## config.mk

```make
export PLATFORM = sky130hd
export DESIGN_NAME = mips_ctrl_sequencer
export DESIGN_NICKNAME = d
export VERILOG_FILES = /design/src/rtl/mips_ctrl_pkg.sv /design/src/rtl/mips_ctrl_sequencer_md_latency_counter.sv /design/src/rtl/mips_ctrl_sequencer.sv
export SDC_FILE = /design/constraint.sdc
export NUM_CORES = 1
export LEC_CHECK = 0
export CAP_MARGIN = 20
export CORE_MARGIN = 10
export CORE_UTILIZATION = 34
export CTS_BUF_LIST = sky130_fd_sc_hd__clkbuf_16
export CTS_CLUSTER_SIZE = 30
export DETAILED_ROUTE_END_ITERATION = 6
export PLACE_DENSITY = 0.8
export SLEW_MARGIN = 20
export SYNTH_ARGS = -nofsm -noshare
export SYNTH_HDL_FRONTEND = slang
export SYNTH_SLANG_ARGS = --single-unit
```

## constraint.sdc

```tcl
create_clock -name clk -period 2.65 [get_ports clk]
set_input_delay 0.53 -clock clk [delete_from_list [all_inputs] [get_ports clk]]
set_output_delay 0.53 -clock clk [all_outputs]
set_load 0.005 [all_outputs]
```

## src/rtl/mips_ctrl_pkg.sv

```systemverilog
// Shared types and instruction-class decode for the multicycle MIPS sequencer.
// The class functions are the single place where opcode/function codes are
// interpreted, so the sequencer and any future decode users agree.
package mips_ctrl_pkg;

  typedef enum logic [2:0] {
    FETCH   = 3'd0,
    EXEC    = 3'd1,
    MEM     = 3'd2,
    WB      = 3'd3,
    MD_WAIT = 3'd4,
    HALT    = 3'd5
  } state_t;

  // Primary opcodes (IR[31:26])
  localparam logic [5:0] OP_SPECIAL = 6'd0;
  localparam logic [5:0] OP_REGIMM  = 6'd1;
  localparam logic [5:0] OP_JAL     = 6'd3;
  localparam logic [5:0] OP_ADDI    = 6'd8;
  localparam logic [5:0] OP_LUI     = 6'd15;
  localparam logic [5:0] OP_LB      = 6'd32;
  localparam logic [5:0] OP_LWR     = 6'd38;
  localparam logic [5:0] OP_SB      = 6'd40;
  localparam logic [5:0] OP_SH      = 6'd41;
  localparam logic [5:0] OP_SW      = 6'd43;

  // SPECIAL function codes (IR[5:0])
  localparam logic [5:0] FN_JR    = 6'd8;
  localparam logic [5:0] FN_MTHI  = 6'd17;
  localparam logic [5:0] FN_MTLO  = 6'd19;
  localparam logic [5:0] FN_MULT  = 6'd24;
  localparam logic [5:0] FN_MULTU = 6'd25;
  localparam logic [5:0] FN_DIV   = 6'd26;
  localparam logic [5:0] FN_DIVU  = 6'd27;

  // LB, LH, LWL, LW, LBU, LHU, LWR
  function automatic logic is_load(input logic [5:0] op);
    return (op >= OP_LB) && (op <= OP_LWR);
  endfunction

  // SB, SH, SW
  function automatic logic is_store(input logic [5:0] op);
    return (op == OP_SB) || (op == OP_SH) || (op == OP_SW);
  endfunction

  // MULT, MULTU, DIV, DIVU
  function automatic logic is_multdiv(input logic [5:0] op, input logic [5:0] fn);
    return (op == OP_SPECIAL) && (fn >= FN_MULT) && (fn <= FN_DIVU);
  endfunction

  // DIV, DIVU pick the long latency
  function automatic logic is_div(input logic [5:0] op, input logic [5:0] fn);
    return (op == OP_SPECIAL) && ((fn == FN_DIV) || (fn == FN_DIVU));
  endfunction

  // MTHI, MTLO write HI/LO directly from a register
  function automatic logic is_mthilo(input logic [5:0] op, input logic [5:0] fn);
    return (op == OP_SPECIAL) && ((fn == FN_MTHI) || (fn == FN_MTLO));
  endfunction

  // Register-writing class, matching the single-cycle decode. REGIMM is
  // included as a whole because rt is not visible here: the datapath routes
  // the non-linking branches to $zero, so only BxxAL has a visible effect.
  function automatic logic writes_reg(input logic [5:0] op, input logic [5:0] fn);
    logic wr;
    case (op)
      OP_SPECIAL: wr = !((fn == FN_JR) || (fn == FN_MTHI) || (fn == FN_MTLO) ||
                         is_multdiv(op, fn));
      OP_REGIMM:  wr = 1'b1;
      OP_JAL:     wr = 1'b1;
      default:    wr = (op >= OP_ADDI) && (op <= OP_LUI);
    endcase
    return wr;
  endfunction

endpackage

```

## src/rtl/mips_ctrl_sequencer_md_latency_counter.sv

```systemverilog
// Down-counter that times the MD_WAIT state for the variable-latency mult/div unit.
module md_latency_counter #(
  parameter int W = 6
) (
  input  logic         clk,
  input  logic         reset,
  input  logic         load,
  input  logic [W-1:0] value,
  input  logic         dec,
  output logic         zero
);

  logic [W-1:0] cnt_r;

  // Load has priority over decrement; the count saturates at zero.
  always_ff @(posedge clk) begin
    if (reset) begin
      cnt_r <= {W{1'b0}};
    end else if (load) begin
      cnt_r <= value;
    end else if (dec && (cnt_r != {W{1'b0}})) begin
      cnt_r <= cnt_r - {{(W-1){1'b0}}, 1'b1};
    end else begin
      cnt_r <= cnt_r;
    end
  end

  assign zero = (cnt_r == {W{1'b0}});

endmodule

```

## src/rtl/mips_ctrl_sequencer.sv

```systemverilog
// Multicycle control sequencer for the MIPS core. Owns the state register,
// drives Avalon-MM strobes and the datapath write enables. Outputs are a
// Moore function of state qualified by waitrequest, the IR fields and the
// halt compare; every strobe is forced low while reset is high.
module mips_ctrl_sequencer
  import mips_ctrl_pkg::*;
#(
  parameter int                ADDR_W    = 32,
  parameter logic [ADDR_W-1:0] HALT_ADDR = {ADDR_W{1'b0}},
  parameter int                MULT_LAT  = 2,
  parameter int                DIV_LAT   = 32,
  parameter int                CNT_W     = 6
) (
  input  logic              clk,
  input  logic              reset,
  input  logic              waitrequest,
  input  logic [5:0]        opcode,
  input  logic [5:0]        function_code,
  input  logic [ADDR_W-1:0] pc_next,
  output logic [2:0]        state,
  output logic              mem_read,
  output logic              mem_write,
  output logic              ir_we,
  output logic              pc_we,
  output logic              reg_we,
  output logic              md_start,
  output logic              hilo_we,
  output logic              active
);

  state_t state_r;
  state_t state_next_s;
  state_t state_pre_s;

  logic             md_load_s;
  logic             md_dec_s;
  logic             md_zero_s;
  logic [CNT_W-1:0] md_value_s;

  logic load_s;
  logic store_s;
  logic multdiv_s;

  assign load_s    = is_load(opcode);
  assign store_s   = is_store(opcode);
  assign multdiv_s = is_multdiv(opcode, function_code);

  // Counter preload is LAT-1 so MD_WAIT lasts exactly LAT cycles.
  assign md_value_s = is_div(opcode, function_code) ? CNT_W'(DIV_LAT - 1)
                                                    : CNT_W'(MULT_LAT - 1);

  md_latency_counter #(.W(CNT_W)) u_md_cnt (
    .clk   (clk),
    .reset (reset),
    .load  (md_load_s),
    .value (md_value_s),
    .dec   (md_dec_s),
    .zero  (md_zero_s)
  );

  // State register with synchronous reset back to FETCH.
  always_ff @(posedge clk) begin
    if (reset) begin
      state_r <= FETCH;
    end else begin
      state_r <= state_next_s;
    end
  end

  // Next-state and strobe decode; a committed jump to HALT_ADDR overrides the next state.
  always_comb begin
    state_pre_s  = state_r;
    state_next_s = state_r;
    mem_read     = 1'b0;
    mem_write    = 1'b0;
    ir_we        = 1'b0;
    pc_we        = 1'b0;
    reg_we       = 1'b0;
    md_start     = 1'b0;
    hilo_we      = 1'b0;
    active       = 1'b1;
    md_load_s    = 1'b0;
    md_dec_s     = 1'b0;
    if (reset) begin
      state_next_s = FETCH;
    end else begin
      case (state_r)
        FETCH: begin
          mem_read = 1'b1;
          if (!waitrequest) begin
            ir_we       = 1'b1;
            state_pre_s = EXEC;
          end else begin
            state_pre_s = FETCH;
          end
        end
        EXEC: begin
          if (load_s || store_s) begin
            state_pre_s = MEM;
          end else if (multdiv_s) begin
            md_start    = 1'b1;
            md_load_s   = 1'b1;
            state_pre_s = MD_WAIT;
          end else begin
            pc_we       = 1'b1;
            reg_we      = writes_reg(opcode, function_code);
            hilo_we     = is_mthilo(opcode, function_code);
            state_pre_s = FETCH;
          end
        end
        MEM: begin
          if (load_s) begin
            mem_read    = 1'b1;
            state_pre_s = waitrequest ? MEM : WB;
          end else if (store_s) begin
            mem_write = 1'b1;
            if (!waitrequest) begin
              pc_we       = 1'b1;
              state_pre_s = FETCH;
            end else begin
              state_pre_s = MEM;
            end
          end else begin
            // IR is stable, so this only guards against a corrupted state.
            pc_we       = 1'b1;
            state_pre_s = FETCH;
          end
        end
        WB: begin
          reg_we      = 1'b1;
          pc_we       = 1'b1;
          state_pre_s = FETCH;
        end
        MD_WAIT: begin
          if (md_zero_s) begin
            hilo_we     = 1'b1;
            pc_we       = 1'b1;
            state_pre_s = FETCH;
          end else begin
            md_dec_s    = 1'b1;
            state_pre_s = MD_WAIT;
          end
        end
        HALT: begin
          active      = 1'b0;
          state_pre_s = HALT;
        end
        default: begin
          state_pre_s = FETCH;
        end
      endcase
      state_next_s = (pc_we && (pc_next == HALT_ADDR)) ? HALT : state_pre_s;
    end
  end

  assign state = state_r;

endmodule
```

==> flow_metrics.py <==
metrics = {
    "outcome": {
        "status": "complete, no violations",
    },
    "hold_path": {
        "hold_path.class": "reg2reg",
    },
    "drt": {
        "via_count": 1127,
        "wirelength_microns": 3250,
        "final_antenna_net_count": 0,
        "detail_route.iter0.violations": 27,
        "drc": 0,
        "via_per_inst": 5.44,
        "drt-pass1-iter-count": 4,
        "wl_per_cell_microns": 15.7,
    },
    "critical_path": {
        "timing.rr.start": "state[1]$_SDFF_PP0_",
        "rr_endpoint": "u_md_cnt.cnt_r[1]$_SDFFE_PP0P_",
        "cp.buffers_inverters": 2,
        "cp_max_fo": 3,
        "cp_cell_sequence": "dlygate4sd2_1 -> or4_4 -> or4b_4 -> nor2_4 -> buf_6",
        "r2r_cells": 6,
        "cp.depth": 5,
        "crit_path_end_kind": "output port",
        "slowest_delay_ns": 0.56,
        "startpoint": "opcode[2]",
        "critPathTopFamily": "simple AND/OR/NAND/NOR gates",
        "r2r_slack_ns": 0.60,
        "critPathKind": "in2out",
        "crit_slowest_cell": "or4b_4",
        "arrival_ns": 2.05,
        "worstSetupEndpoint": "md_start",
        "worst_setup_path_start_kind": "input pin",
        "cp.required_ns": 2.12,
    },
    "run": {
        "cap_violations": 0,
    },
    "floorplan": {
        "die_x_microns": 69.2,
        "core_region_area_sq_um": 2250,
        "die_area_sq_um": 4790,
        "io_pins": 58,
        "dieHeight_microns": 69.2,
        "initial_core_util": 0.365,
        "std_cell_rows": 17,
    },
    "cells_and_area": {
        "n_fill_cell": 168,
        "drive_gt1_frac": 0.246,
        "area_delta_synth_final_pct": 103,
        "antennaDiodeCount": 0,
        "final_nets": 228,
    },
    "place": {
        "port_buffers": 57,
        "dpl.hpwl_microns": 2640,
        "dp_worst_setup_slack_ns": -0.615,
        "gp_congestion": 0.835,
    },
    "yosys": {
        "avgSynthCellArea_sq_um": 7.69,
        "synth-edff-count": 0,
        "ys_ff_latch": 9,
        "ys_warn_count": 0,
        "synth_cell_types": 45,
        "yosysSeqAreaShare": 0.219,
        "synthCells": 107,
        "ys_async_sr_fraction": 0,
        "syn-num-nets": 155,
        "ys.flop_type": "dfxtp_1",
        "synth_area_sq_um": 823,
    },
    "power_and_ir_drop": {
        "p_leak_nw": 0.665,
        "ir_drop_v": 0.000246,
        "power_w": 0.000533,
        "pwr_density_cell_nw_per_um2": 319,
    },
    "timing": {
        "final_period_minus_worst_setup_slack_ns": 2.58,
        "timing.final.ws_setup_ns": 0.0672,
        "tns_ns": 0,
        "worst_slew_margin_rel": 0.633,
        "hold_viol": 0,
        "fmaxAchievable_ghz": 0.387,
        "finalMaxSlewViolations": 0,
        "finalCritPeriodShare": 0.975,
        "fin_skew_ns": 0.00182,
        "setup_viol": 0,
        "holdWs_ns": 0.565,
        "worst_pin_slew_ns": 0.549,
        "rsz0062_at_grt": "false",
    },
    "clock_tree": {
        "clock_latency_ns": 0.23,
        "cts_made_buffers": 3,
        "htreeDepth": 1,
        "clock_sinks": 9,
        "clockRootBuffer": "clkbuf_16",
        "cts_tree": "done",
        "hold_buffers": 0,
        "cts.clk_slew.worst_paths_ns": 0.04,
        "clk_path_buf_depth": 2,
    },
    "grt": {
        "grt_pass1_wl_microns": 5210,
        "grt_overflow": 0,
        "grt_max_degree": 14,
        "grt_antenna_before_repair": 0,
        "grt_pass1_vias": 1175,
        "grt.total_usage": 0.126,
    },
}
==> worst min path at each step <==
stage	start	slack (ns)	to	cells past startpoint
floorplan	u_md_cnt.cnt_r[5]$_SDFFE_PP0P_	0.53	u_md_cnt.cnt_r[5]$_SDFFE_PP0P_	2
global placement	u_md_cnt.cnt_r[5]$_SDFFE_PP0P_	0.55	u_md_cnt.cnt_r[5]$_SDFFE_PP0P_	2
detailed placement	u_md_cnt.cnt_r[5]$_SDFFE_PP0P_	0.55	u_md_cnt.cnt_r[5]$_SDFFE_PP0P_	2
CTS	u_md_cnt.cnt_r[5]$_SDFFE_PP0P_	0.56	u_md_cnt.cnt_r[5]$_SDFFE_PP0P_	2
global route	u_md_cnt.cnt_r[5]$_SDFFE_PP0P_	0.60	u_md_cnt.cnt_r[5]$_SDFFE_PP0P_	2
finish	u_md_cnt.cnt_r[5]$_SDFFE_PP0P_	0.56	u_md_cnt.cnt_r[5]$_SDFFE_PP0P_	2
==> through the flow <==
step | util | area, sq um | cells
2_1_floorplan | - | 823 | 107
3_3_place_gp | 0.671 | 1510 | 202
3_5_place_dp | 0.671 | 1510 | 202
4_1_cts | 0.729 | 1640 | 207
5_1_grt | 0.741 | 1670 | 207
6_report | 0.741 | 1670 | 207
==> cells in the mapped netlist (2+ instances only) <==
cell / count / share of area
nand2_1: 6 / 0.027
nor2_1: 11 / 0.050
nor3_1: 5 / 0.030
a21oi_1: 6 / 0.036
clkbuf_1: 2 / 0.0091
inv_1: 5 / 0.023
o21ai_0: 5 / 0.030
or2_2: 2 / 0.015
dfxtp_1: 9 / 0.22
nor4_1: 10 / 0.076
nand3_1: 4 / 0.024
nor4b_1: 2 / 0.021
or3b_2: 2 / 0.021
nand4_1: 3 / 0.023
buf_2: 2 / 0.012
xor2_1: 4 / 0.043
==> repair_timing <==
action,CTS,global route
buffers inserted,1,0
gates resized for setup,38,9
endpoints found under the setup margin,6,5
pin swaps,11,9
==> power by group <==
group / internal, W / switching (W) / total (W)
sequential: 0.000137 / 0.000000952 / 0.000138
clock: 0.000197 / 0.0000641 / 0.000261
combinational: 0.0000897 / 0.0000443 / 0.000134
total: 0.000424 / 0.000109 / 0.000533
==> placed cells by master (no fill, tap or decap), types with 2 or more instances in the layout <==
cell / Yosys / routed
nand3_1: 4 / 4
a21oi_1: 6 / 6
inv_1: 5 / 6
clkbuf_16: 0 / 3
nand4_1: 3 / 3
nor3_1: 5 / 5
buf_4: 0 / 14
nand2_1: 6 / 6
or3b_2: 2 / 2
buf_6: 1 / 4
clkdlybuf4s15_1: 0 / 4
o21ai_0: 5 / 4
xor2_1: 4 / 4
dfxtp_1: 9 / 9
nor2_1: 11 / 10
clkdlybuf4s50_1: 0 / 42
nor4_1: 10 / 10
dlygate4sd2_1: 0 / 6
dlymetal6s2s_1: 0 / 2
==> registers in the layout, indices dropped and copies added, names as in the netlist <==
signal / count
u_md_cnt.cnt_r: 6
state: 3
==> worst reg2reg max path: cells and delay by family (launching register included) <==
kind	cells	cell delay, ns
simple gates	2	1.06
flops	1	0.39
buf+inv	2	0.25
compound gates	2	0.23
==> cell families after synthesis <==
logic type | after synthesis | synth area share
xor+xnor | 5 | 0.0532
mux | 1 | 0.0137
compound gates | 24 | 0.223
flops | 9 | 0.219
buf+inv | 11 | 0.0684
fa+ha+maj | 1 | 0.0152
simple gates | 56 | 0.407
==> routing by layer <==
layer | vias to the layer above | GRT usage | wire length, microns
met5 | - | 0 | 0
met4 | 0 | 0.0532 | 47
met3 | 5 | 0.0656 | 402
met2 | 55 | 0.201 | 1490
met1 | 510 | 0.135 | 1310
li1 | 557 | - | -
==> layout make-up <==
| class | count | area [sq um] | share of cell area |
|---|---|---|---|
| clock inverters | 1 | 3.75 | 0.00225 |
| flip-flops and latches | 9 | 180 | 0.108 |
| clock buffers | 3 | 75.1 | 0.0449 |
| well taps | 28 | 35.0 | 0.0210 |
| inverters | 6 | 27.5 | 0.0165 |
| multi-input cells | 87 | 656 | 0.393 |
| repair buffers | 73 | 693 | 0.415 |
Power figures use the tool's default switching activity.
